**src/rtl/inst_fetch_stage_pkg.sv**
```systemverilog
// Shared types and constants for the instruction fetch stage.
// State encodings, fetch bundle and address helpers.
package inst_fetch_stage_pkg;

   localparam logic [31:0] NOP_INSTR = 32'h0000_0013;

   typedef enum logic [1:0] {
      FETCH_IDLE   = 2'd0,
      FETCH_REQ    = 2'd1,
      FETCH_FULL   = 2'd2,
      FETCH_SQUASH = 2'd3
   } fetch_state_e;

   typedef struct packed {
      logic [31:0] instr;
      logic [31:0] pc;
   } fetch_entry_t;

   function automatic logic [31:0] word_align(input logic [31:0] a);
      return {a[31:2], 2'b00};
   endfunction

endpackage

```
**src/rtl/inst_fetch_stage_if.sv**
```systemverilog
// Instruction memory request/ack bus.
// Fetch stage is master, memory is slave.
interface inst_fetch_stage_if;

   logic        req;
   logic [31:0] addr;
   logic        ack;
   logic [31:0] rdata;

   modport master (
      output req,
      output addr,
      input  ack,
      input  rdata
   );

   modport slave (
      input  req,
      input  addr,
      output ack,
      output rdata
   );

endinterface

```
**src/rtl/inst_fetch_stage_skid_buf.sv**
```systemverilog
// One-entry {instr, pc} skid buffer for the fetch stage.
// Clear beats load; load beats drain.
module fetch_skid_buf
   import inst_fetch_stage_pkg::*;
(
   input  logic         clk,
   input  logic         rst,
   input  logic         load,
   input  logic         drain,
   input  logic         clear,
   input  fetch_entry_t din,
   output logic         full,
   output fetch_entry_t dout
);

   // occupancy flag and captured entry
   always_ff @(posedge clk or posedge rst) begin
      if (rst) begin
         full <= 1'b0;
         dout <= '0;
      end else if (clear) begin
         full <= 1'b0;
      end else if (load) begin
         full <= 1'b1;
         dout <= din;
      end else if (drain) begin
         full <= 1'b0;
      end
   end

endmodule

```
**src/rtl/inst_fetch_stage.sv**
```systemverilog
// Fetch stage: PC, imem request FSM, skid buffer and id_* register.
// Redirect squashes in-flight data; decoder stall backs up into skid.
module inst_fetch_stage
   import inst_fetch_stage_pkg::*;
#(
   parameter logic [31:0] RESET_PC = 32'h0000_0000
) (
   input  logic                      clk,
   input  logic                      rst,
   inst_fetch_stage_if.master        imem,
   input  logic                      redirect_valid,
   input  logic [31:0]               redirect_pc,
   input  logic                      id_stall,
   output logic                      id_valid,
   output logic [31:0]               id_instr,
   output logic [31:0]               id_pc,
   output logic [31:0]               id_npc
);

   fetch_state_e state_q, state_d;
   logic [31:0]  pc_q, pc_d;
   logic [31:0]  tgt_q, tgt_d;
   logic [31:0]  rd_pc;
   logic         room;
   logic         id_load, id_from_skid, id_kill;
   logic         skid_load, skid_drain, skid_clear;
   logic         skid_full;
   fetch_entry_t skid_dout, mem_entry, id_src;

   assign rd_pc     = word_align(redirect_pc);
   assign room      = ~id_valid | ~id_stall;
   assign mem_entry = '{instr: imem.rdata, pc: pc_q};
   assign id_src    = id_from_skid ? skid_dout : mem_entry;

   assign imem.req  = (state_q == FETCH_REQ) | (state_q == FETCH_SQUASH);
   assign imem.addr = pc_q;

   fetch_skid_buf u_skid (
      .clk   (clk),
      .rst   (rst),
      .load  (skid_load),
      .drain (skid_drain),
      .clear (skid_clear),
      .din   (mem_entry),
      .full  (skid_full),
      .dout  (skid_dout)
   );

   // state, pc and pending redirect target registers
   always_ff @(posedge clk or posedge rst) begin
      if (rst) begin
         state_q <= FETCH_IDLE;
         pc_q    <= RESET_PC;
         tgt_q   <= RESET_PC;
      end else begin
         state_q <= state_d;
         pc_q    <= pc_d;
         tgt_q   <= tgt_d;
      end
   end

   // next state, next pc and datapath steering
   always_comb begin
      state_d      = state_q;
      pc_d         = pc_q;
      tgt_d        = tgt_q;
      id_load      = 1'b0;
      id_from_skid = 1'b0;
      id_kill      = 1'b0;
      skid_load    = 1'b0;
      skid_drain   = 1'b0;
      skid_clear   = 1'b0;
      if (redirect_valid) begin
         id_kill    = 1'b1;
         skid_clear = 1'b1;
      end
      unique case (state_q)
         FETCH_IDLE: begin
            state_d = FETCH_REQ;
            if (redirect_valid) pc_d = rd_pc;
         end
         FETCH_REQ: begin
            if (redirect_valid) begin
               if (imem.ack) begin
                  pc_d = rd_pc;
               end else begin
                  tgt_d   = rd_pc;
                  state_d = FETCH_SQUASH;
               end
            end else if (imem.ack) begin
               pc_d = pc_q + 32'd4;
               if (room) begin
                  id_load = 1'b1;
               end else begin
                  skid_load = 1'b1;
                  state_d   = FETCH_FULL;
               end
            end
         end
         FETCH_FULL: begin
            if (redirect_valid) begin
               pc_d    = rd_pc;
               state_d = FETCH_REQ;
            end else if (room) begin
               id_load      = skid_full;
               id_from_skid = 1'b1;
               skid_drain   = 1'b1;
               state_d      = FETCH_REQ;
            end
         end
         FETCH_SQUASH: begin
            if (redirect_valid) tgt_d = rd_pc;
            if (imem.ack) begin
               pc_d    = redirect_valid ? rd_pc : tgt_q;
               state_d = FETCH_REQ;
            end
         end
         default: state_d = FETCH_IDLE;
      endcase
   end

   // decoder-facing instruction register
   always_ff @(posedge clk or posedge rst) begin
      if (rst) begin
         id_valid <= 1'b0;
         id_instr <= NOP_INSTR;
         id_pc    <= RESET_PC;
         id_npc   <= RESET_PC + 32'd4;
      end else if (id_kill) begin
         id_valid <= 1'b0;
      end else if (id_load) begin
         id_valid <= 1'b1;
         id_instr <= id_src.instr;
         id_pc    <= id_src.pc;
         id_npc   <= id_src.pc + 32'd4;
      end else if (id_valid && !id_stall) begin
         id_valid <= 1'b0;
      end
   end

endmodule

```
**src/flat_wrapper.sv**
```systemverilog
// flat-port wrapper written by rule: the top's interface ports become plain ports
module inst_fetch_stage_flat import inst_fetch_stage_pkg::*;
#(
   parameter logic [31:0] RESET_PC = 32'h0000_0000
)
  (clk, rst, redirect_valid, redirect_pc, id_stall, id_valid, id_instr, id_pc, id_npc, imem_req, imem_addr, imem_ack, imem_rdata);
  inst_fetch_stage_if imem_i ();
  input  logic clk;
  input  logic rst;
  input  logic redirect_valid;
  input  logic [31:0] redirect_pc;
  input  logic id_stall;
  output logic id_valid;
  output logic [31:0] id_instr;
  output logic [31:0] id_pc;
  output logic [31:0] id_npc;
  output wire logic [$bits(imem_i.req)-1:0] imem_req;
  output wire logic [$bits(imem_i.addr)-1:0] imem_addr;
  input wire logic [$bits(imem_i.ack)-1:0] imem_ack;
  input wire logic [$bits(imem_i.rdata)-1:0] imem_rdata;
  assign imem_req = imem_i.req;
  assign imem_addr = imem_i.addr;
  assign imem_i.ack = imem_ack;
  assign imem_i.rdata = imem_rdata;
  inst_fetch_stage #(.RESET_PC(RESET_PC)) u_core (.clk(clk), .rst(rst), .imem(imem_i), .redirect_valid(redirect_valid), .redirect_pc(redirect_pc), .id_stall(id_stall), .id_valid(id_valid), .id_instr(id_instr), .id_pc(id_pc), .id_npc(id_npc));
endmodule
```
**config.mk**
```make
export PLATFORM = sky130hd
export DESIGN_NAME = inst_fetch_stage_flat
export DESIGN_NICKNAME = d
export VERILOG_FILES = /design/src/rtl/inst_fetch_stage_pkg.sv /design/src/rtl/inst_fetch_stage_if.sv /design/src/rtl/inst_fetch_stage_skid_buf.sv /design/src/rtl/inst_fetch_stage.sv /design/src/flat_wrapper.sv
export SDC_FILE = /design/constraint.sdc
export NUM_CORES = 1
export LEC_CHECK = 0
export CAP_MARGIN = 20
export CORE_MARGIN = 1.5
export CORE_UTILIZATION = 40
export CTS_CLUSTER_DIAMETER = 80
export DETAILED_ROUTE_END_ITERATION = 7
export GPL_ROUTABILITY_DRIVEN = 0
export SLEW_MARGIN = 20
export SYNTH_ARGS = -nofsm -noshare
export SYNTH_HDL_FRONTEND = slang
export SYNTH_SLANG_ARGS = --single-unit
```
**constraint.sdc**
```tcl
create_clock -name clk -period 19.07 [get_ports clk]
set_clock_uncertainty 0.1 [all_clocks]
set_input_delay 3.814 -clock clk [delete_from_list [all_inputs] [get_ports clk]]
set_output_delay 3.814 -clock clk [all_outputs]
set_load 0.02 [all_outputs]
```
=== Word level (Yosys, flattened, before mapping) ===
Cells that the tools add are included.

* Register bits after elaboration: 228
* ROM bits: 0
* RAM bits: 0
* Output and inout port bits: 130
* Bits in latches: 0
* Memories kept: 0
* Input bits: 69
* Word-level logic and storage cells: 79

* Shift operators: 0
* Order comparisons: 0
* Reductions and logical operators: 12
* Add/subtract/negate cells: 2
* Div/mod/pow operators: 0
* Bitwise logic cells: 5
* Multiplexer cells: 38
* $mul: 0
* Equal/unequal tests: 12

{| class="wikitable"
|+ Operators by type and width
! kind !! number
|-
| 32-bit two-way mux || 8
|-
| 32-bit one-hot mux with 3 select lines || 1
|-
| 32-bit by 3-bit adder with 32-bit output, second input constant || 2
|-
| 64-bit two-way mux || 1
|-
| 32-bit one-hot mux with 2 select lines || 1
|-
| 1-bit two-way mux || 18
|-
| 2-bit two-way mux || 7
|-
| 3-bit inequality test, second input constant || 3
|-
| 2-bit inequality test, second input constant || 4
|-
| 2-bit one-hot mux with 4 select lines || 1
|-
| 3-bit AND reduction || 2
|-
| 3-bit nonzero test || 2
|-
| 5-bit AND reduction || 1
|-
| 2-bit == test, second input constant || 2
|-
| 2-bit AND reduction || 2
|-
| 3-bit by 2-bit inequality test with 1-bit output, second input constant || 1
|-
| 1-bit inverter || 3
|-
| 2-bit by 1-bit == test with 1-bit output, second input constant || 1
|-
| 2-bit zero test || 1
|-
| 2-bit by 1-bit inequality test with 1-bit output, second input constant || 1
|-
| 1-bit bitwise OR || 2
|-
| 1-bit one-hot mux with 2 select lines || 1
|-
| 2-bit nonzero test || 1
|-
| 2-bit OR reduction || 1
|-
| 2 further kinds || 2
|}

=== Depth between registers and ports, before layout ===
* Depth after elaboration: 8
* Gate-level depth with buffers: 11
* Mapped depth without buffers: 8

=== Hierarchy ===
From an unflattened synthesis, not the netlist that was laid out.

* Cells, all modules: 1,097
* Area, all modules: 11,426.0 µm²

{| class="wikitable"
|+ Modules (own cells, without submodules)
! module !! cells an instance !! instances !! area an instance (µm²) !! seq. area each (µm²)
|-
| inst_fetch_stage || 956 || 1 || 8,680.8 || 4,033.9
|-
| fetch_skid_buf || 141 || 1 || 2,745.1 || 1,626.6
|}

=== Least setup slack after synthesis ===
OpenSTA, ideal clock, no wires.

* Kind: input-to-reg
* Start: input port id_stall
* End: register u_core.id_npc[27]
* Path buffers: 1
* Data arrival time: 5.690 ns
* Data required time: 18.845 ns
* Cell stages on the path: 7
* Setup time: 0.125 ns
* Path slack: 13.155 ns
* Path through: a21o_1 > buf_6 > or4_4 > a222oi_1 > or4b_1 > xor2_1 > mux2_2

* Word-level cells in the longest chain between the ends: 7
* Elaborated cells on any way between the ends: 13
* Those cells by class: add/sub: 1; mux: 9; bitwise: 2; reduce/logical: 1

{| class="wikitable"
|+ RTL lines
! element !! RTL line !! source
|-
| from (decl) || flat_wrapper.sv:12 || <nowiki>input logic id_stall;</nowiki>
|-
| 1-bit inverter * || inst_fetch_stage.sv:31 || <nowiki>assign room = ~id_valid | ~id_stall;</nowiki>
|-
| 1-bit bitwise OR * || inst_fetch_stage.sv:31 ||
|-
| 1-bit two-way mux || inst_fetch_stage.sv:92, inst_fetch_stage.sv:104 ||
|-
| 1-bit two-way mux, on equally long branches || inst_fetch_stage.sv:101, inst_fetch_stage.sv:90 ||
|-
| 1-bit two-way mux, on equally long branches || inst_fetch_stage.sv:77, inst_fetch_stage.sv:83 ||
|-
| 64-bit two-way mux or 1-bit one-hot mux with 2 select lines (tied branches) || inst_fetch_stage.sv:33, inst_fetch_stage.sv:77 ||
|-
| 32-bit by 3-bit adder with 32-bit output or 2-bit AND reduction (tied branches) || -- ||
|-
| to (signal assigned) || inst_fetch_stage.sv:128 || <nowiki>id_npc <= RESET_PC + 32'd4;</nowiki>
|-
| to (signal assigned) || inst_fetch_stage.sv:135 || <nowiki>id_npc <= id_src.pc + 32'd4;</nowiki>
|-
| to (decl) || inst_fetch_stage.sv:17 || <nowiki>output logic [31:0] id_npc</nowiki>
|}

Mark *: on every way between the ends. The rest lies on a longest branch, timed or not.
A chain may end at the register's enable or synchronous reset.

=== Worst setup path in the final report ===
* Start: input port id_stall
* End: register u_core.id_npc[29]

The elaborated chain is that of the path after synthesis.

==> impl_metrics.yaml <==
logic_synthesis:
  yosys_warnings: 0
  synth.avg_cell_area_um2: 9.616
  synthArstFlopShare: 1.000
  syn_inst: 1164
  synth_flop_cell: "dfrtp_1"
  syn_nets: 1238
  synth.distinct_cells: 61
  synth_area_um2: 11190
  ys_ff_latch: 226
  yosysSeqAreaShare: 0.5057
  synth_edf_count: 0
clock_tree:
  hold_buffers: 0
  cts_root_buffer: "clkbuf_16"
  clk_latency_ns: 0.52
  cts_max_level: 1
  post-cts-setup-buffers: 0
  path_clk_slew_ns: 0.06
  cts_resized: 0
  numCtsBuffers: 26
  cts.sinks: 226
  cts_tree: "built"
  clock_path_buffers: 3
floorplan:
  die_h_um: 170.3
  rows: 61
  ios: 199
  die_area_um2: 29000
  die_w_um: 170.3
  start_util: 0.4051
  core-area_um2: 27630
final_layout:
  fin_nets: 1384
  n_fill_cell: 2574
  final_area_um2: 14220
  final_cell_count_no_fill: 1703
  layout-drive-gt1-share: 0.1275
  diodes: 0
  area_delta_synth_final_pct: 27.03
pwr:
  p_per_area_nw_per_um2: 169.7
  peakVddDrop_mv: 0.1282
  leakagePower_uw: 0.005946
place:
  dpl-instance-area_um2: 13410
  io_buffers: 196
  dpl.cell_count: 1660
  dp_hpwl_mm: 20.90
setup_path:
  criticalPathCategory: "input port to flip-flop"
  critical_path.max_stage_delay_ns: 0.78
  cp.buffers_inverters: 2
  critPathMaxFanout: 66
  crit_required_ns: 19.36
  crit_path_cell_trace: "clkdlybuf4s50_1 > a21o_1 > nor2_4 > buf_4 > nand4_1 > a2111oi_2 > nand2b_1 > nand3_1"
  cpLargestDelayFamily: "buffers and inverters"
  cp-end-kind: "flip-flop"
  critPathLaunchType: "input port"
  cp_slowest_cell: "a2111oi_2"
  crit_arrival_ns: 6.80
detailed_routing:
  vias: 9409
  drtIter0Drc: 768
  vias_per_cell: 5.525
  ant_nets: 0
  wl_per_cell_um: 18.43
  drc: 0
  first_pass_iters: 5
  routed_wirelength_mm: 31.38
timing:
  fin_crit_ns: 6.504
  worst_pin_slew_ns: 1.156
  fin_crit_sh: 0.3411
  final-setup-viol-count: 0
  grt_setup_unrepaired: "false"
  fmax_mhz: 153.7
  maxSlewViolCount: 0
  timing.final.hold_violations: 0
  slew_headroom: 0.2224
  setup_tns_ns: 0
job:
  max_cap_viol_count: 0
global_routing:
  grt_remaining_overflow: 0
  antenna_found_initial: 0
  grt_max_degree: 98
  grt_pass1_vias: 8419
  gr-usage-all-layers: 0.2134
  grt_pass1_wl_mm: 48.67
hold_path:
  min-delay-path-class: "flip-flop to flip-flop"
outcome:
  outcome: "finished clean"
[metal layers]
metal	vias to the layer above	global-route usage	part of all wire
met3	52	0.03488	0.064
li1	4456	-	-
met5	-	0	0
met1	4558	0.3246	0.48
met2	343	0.3118	0.43
met4	0	0.05656	0.023
[cell type report]
| type | instances | area, um^2 | share of cell area |
|---|---|---|---|
| Timing Repair Buffer | 210 | 2062 | 0.1450 |
| Multi-Input combinational cell | 823 | 5129 | 0.3607 |
| Sequential cell | 226 | 5660 | 0.3981 |
| Inverter | 23 | 93.84 | 0.006600 |
| Clock inverter | 4 | 20.02 | 0.001408 |
| Clock buffer | 39 | 780.7 | 0.05491 |
| Tap cell | 378 | 473.0 | 0.03326 |
[kinds of logic after synthesis]
family	after synthesis	synth area share
DFF	226	0.5057
and+or+nand+nor	405	0.1588
adders and majority gates	5	0.005589
AOI/OAI and AO/OA	280	0.1616
buffers and inverters	115	0.04080
muxes	114	0.1126
xor gates and xnor gates	19	0.01487
[cells in the mapped netlist, drive strengths merged, types with 5 or more instances]
cell type / instances / area (um^2)
mux2i: 19 / 190.2
a21oi: 37 / 185.2
a21o: 8 / 60.06
and2: 8 / 50.05
ha: 5 / 62.56
or3: 6 / 37.54
nor3: 23 / 115.1
nand4: 9 / 56.30
buf: 24 / 115.1
mux2: 95 / 1070
a211oi: 7 / 52.55
nand3: 29 / 145.1
nand2: 193 / 724.4
xnor2: 11 / 96.34
inv: 23 / 86.33
dfrtp: 222 / 5555
clkbuf: 68 / 255.2
o31ai: 13 / 97.59
a22o: 8 / 70.07
a222oi: 6 / 60.06
a31oi: 49 / 306.5
o22ai: 5 / 31.28
nor2: 92 / 345.3
nor3b: 5 / 37.54
xor2: 8 / 70.07
nor4: 12 / 75.07
o21ai: 93 / 465.5
and3: 12 / 75.07
a221oi: 19 / 166.4
[cells in the final DEF (no fill, tap or decap), types with 8 or more instances in the layout]
| cell | netlist | routed |
|---|---|---|
| nand3_1 | 29 | 28 |
| o31ai_1 | 13 | 13 |
| xor2_1 | 8 | 8 |
| nor3_1 | 23 | 23 |
| xnor2_1 | 11 | 11 |
| nor2_1 | 92 | 90 |
| a31oi_1 | 49 | 49 |
| buf_4 | 2 | 14 |
| clkbuf_16 | 0 | 27 |
| dfrtp_1 | 222 | 222 |
| nand2_1 | 193 | 192 |
| a21o_1 | 8 | 8 |
| mux2i_1 | 19 | 19 |
| nor4_1 | 12 | 12 |
| inv_1 | 22 | 21 |
| nand4_1 | 9 | 9 |
| and3_1 | 12 | 11 |
| clkdlybuf4s50_1 | 0 | 195 |
| a21oi_1 | 37 | 37 |
| o21ai_0 | 89 | 89 |
| a221oi_1 | 19 | 19 |
| mux2_2 | 95 | 95 |
| a22o_1 | 8 | 8 |
[stage by stage]
| stage | worst slack [ns] | hold slack, ns | total power [uW] | util |
|---|---|---|---|---|
| finish | 12.57 | 0.3591 | 2412 | 0.5146 |
| floorplan | 8.971 | 0.3534 | 1498 | - |
| CTS | 12.57 | 0.3588 | 2426 | 0.5144 |
| detailed placement | 12.04 | 0.3507 | 1950 | 0.4854 |
| global route | 12.31 | 0.3714 | 2559 | 0.5146 |
| global placement | 12.05 | 0.3508 | 1926 | 0.4854 |
[sequential cells by signal (all words and copies together), names as in the netlist]
| name | cells |
|---|---|
| u_core.u_skid.full | 1 |
| u_core.tgt_q | 32 |
| u_core.state_q | 2 |
| u_core.id_valid | 1 |
| u_core.id_instr | 32 |
| u_core.u_skid.dout | 64 |
| u_core.imem.addr | 32 |
| u_core.id_npc | 32 |
| u_core.id_pc | 30 |
[path summary, 6_finish.rpt]
path | start | endpoint | slack, ns | cells past startpoint
max in group asynchronous | rst | u_core.tgt_q[26]$_DFFE_PP0P_ | 13.73 | 3
hold / removal | u_core.id_npc[2]$_DFFE_PP1P_ | u_core.id_npc[2]$_DFFE_PP1P_ | 0.36 | 2
setup / recovery | id_stall | u_core.id_npc[29]$_DFFE_PP0P_ | 12.57 | 8
min in group asynchronous | rst | u_core.id_npc[20]$_DFFE_PP0P_ | 3.69 | 2
setup reg to reg | u_core.state_q[1]$_DFFE_PP0P_ | u_core.u_skid.dout[38]$_DFFE_PP0P_ | 15.45 | 8
hold reg to reg | u_core.id_npc[2]$_DFFE_PP1P_ | u_core.id_npc[2]$_DFFE_PP1P_ | 0.36 | 2
[power by group]
group | switching [uW] | internal, uW
logic | 563 | 484
clock network | 191 | 279
registers | 194 | 700
[tightest hold or removal path: cells and delay by family (launching register included)]
family	cells	cell delay, ns
AND/OR/NAND/NOR	2	0.09
flip-flops	1	0.37
Note: power is estimated with default switching activity, not from simulation.
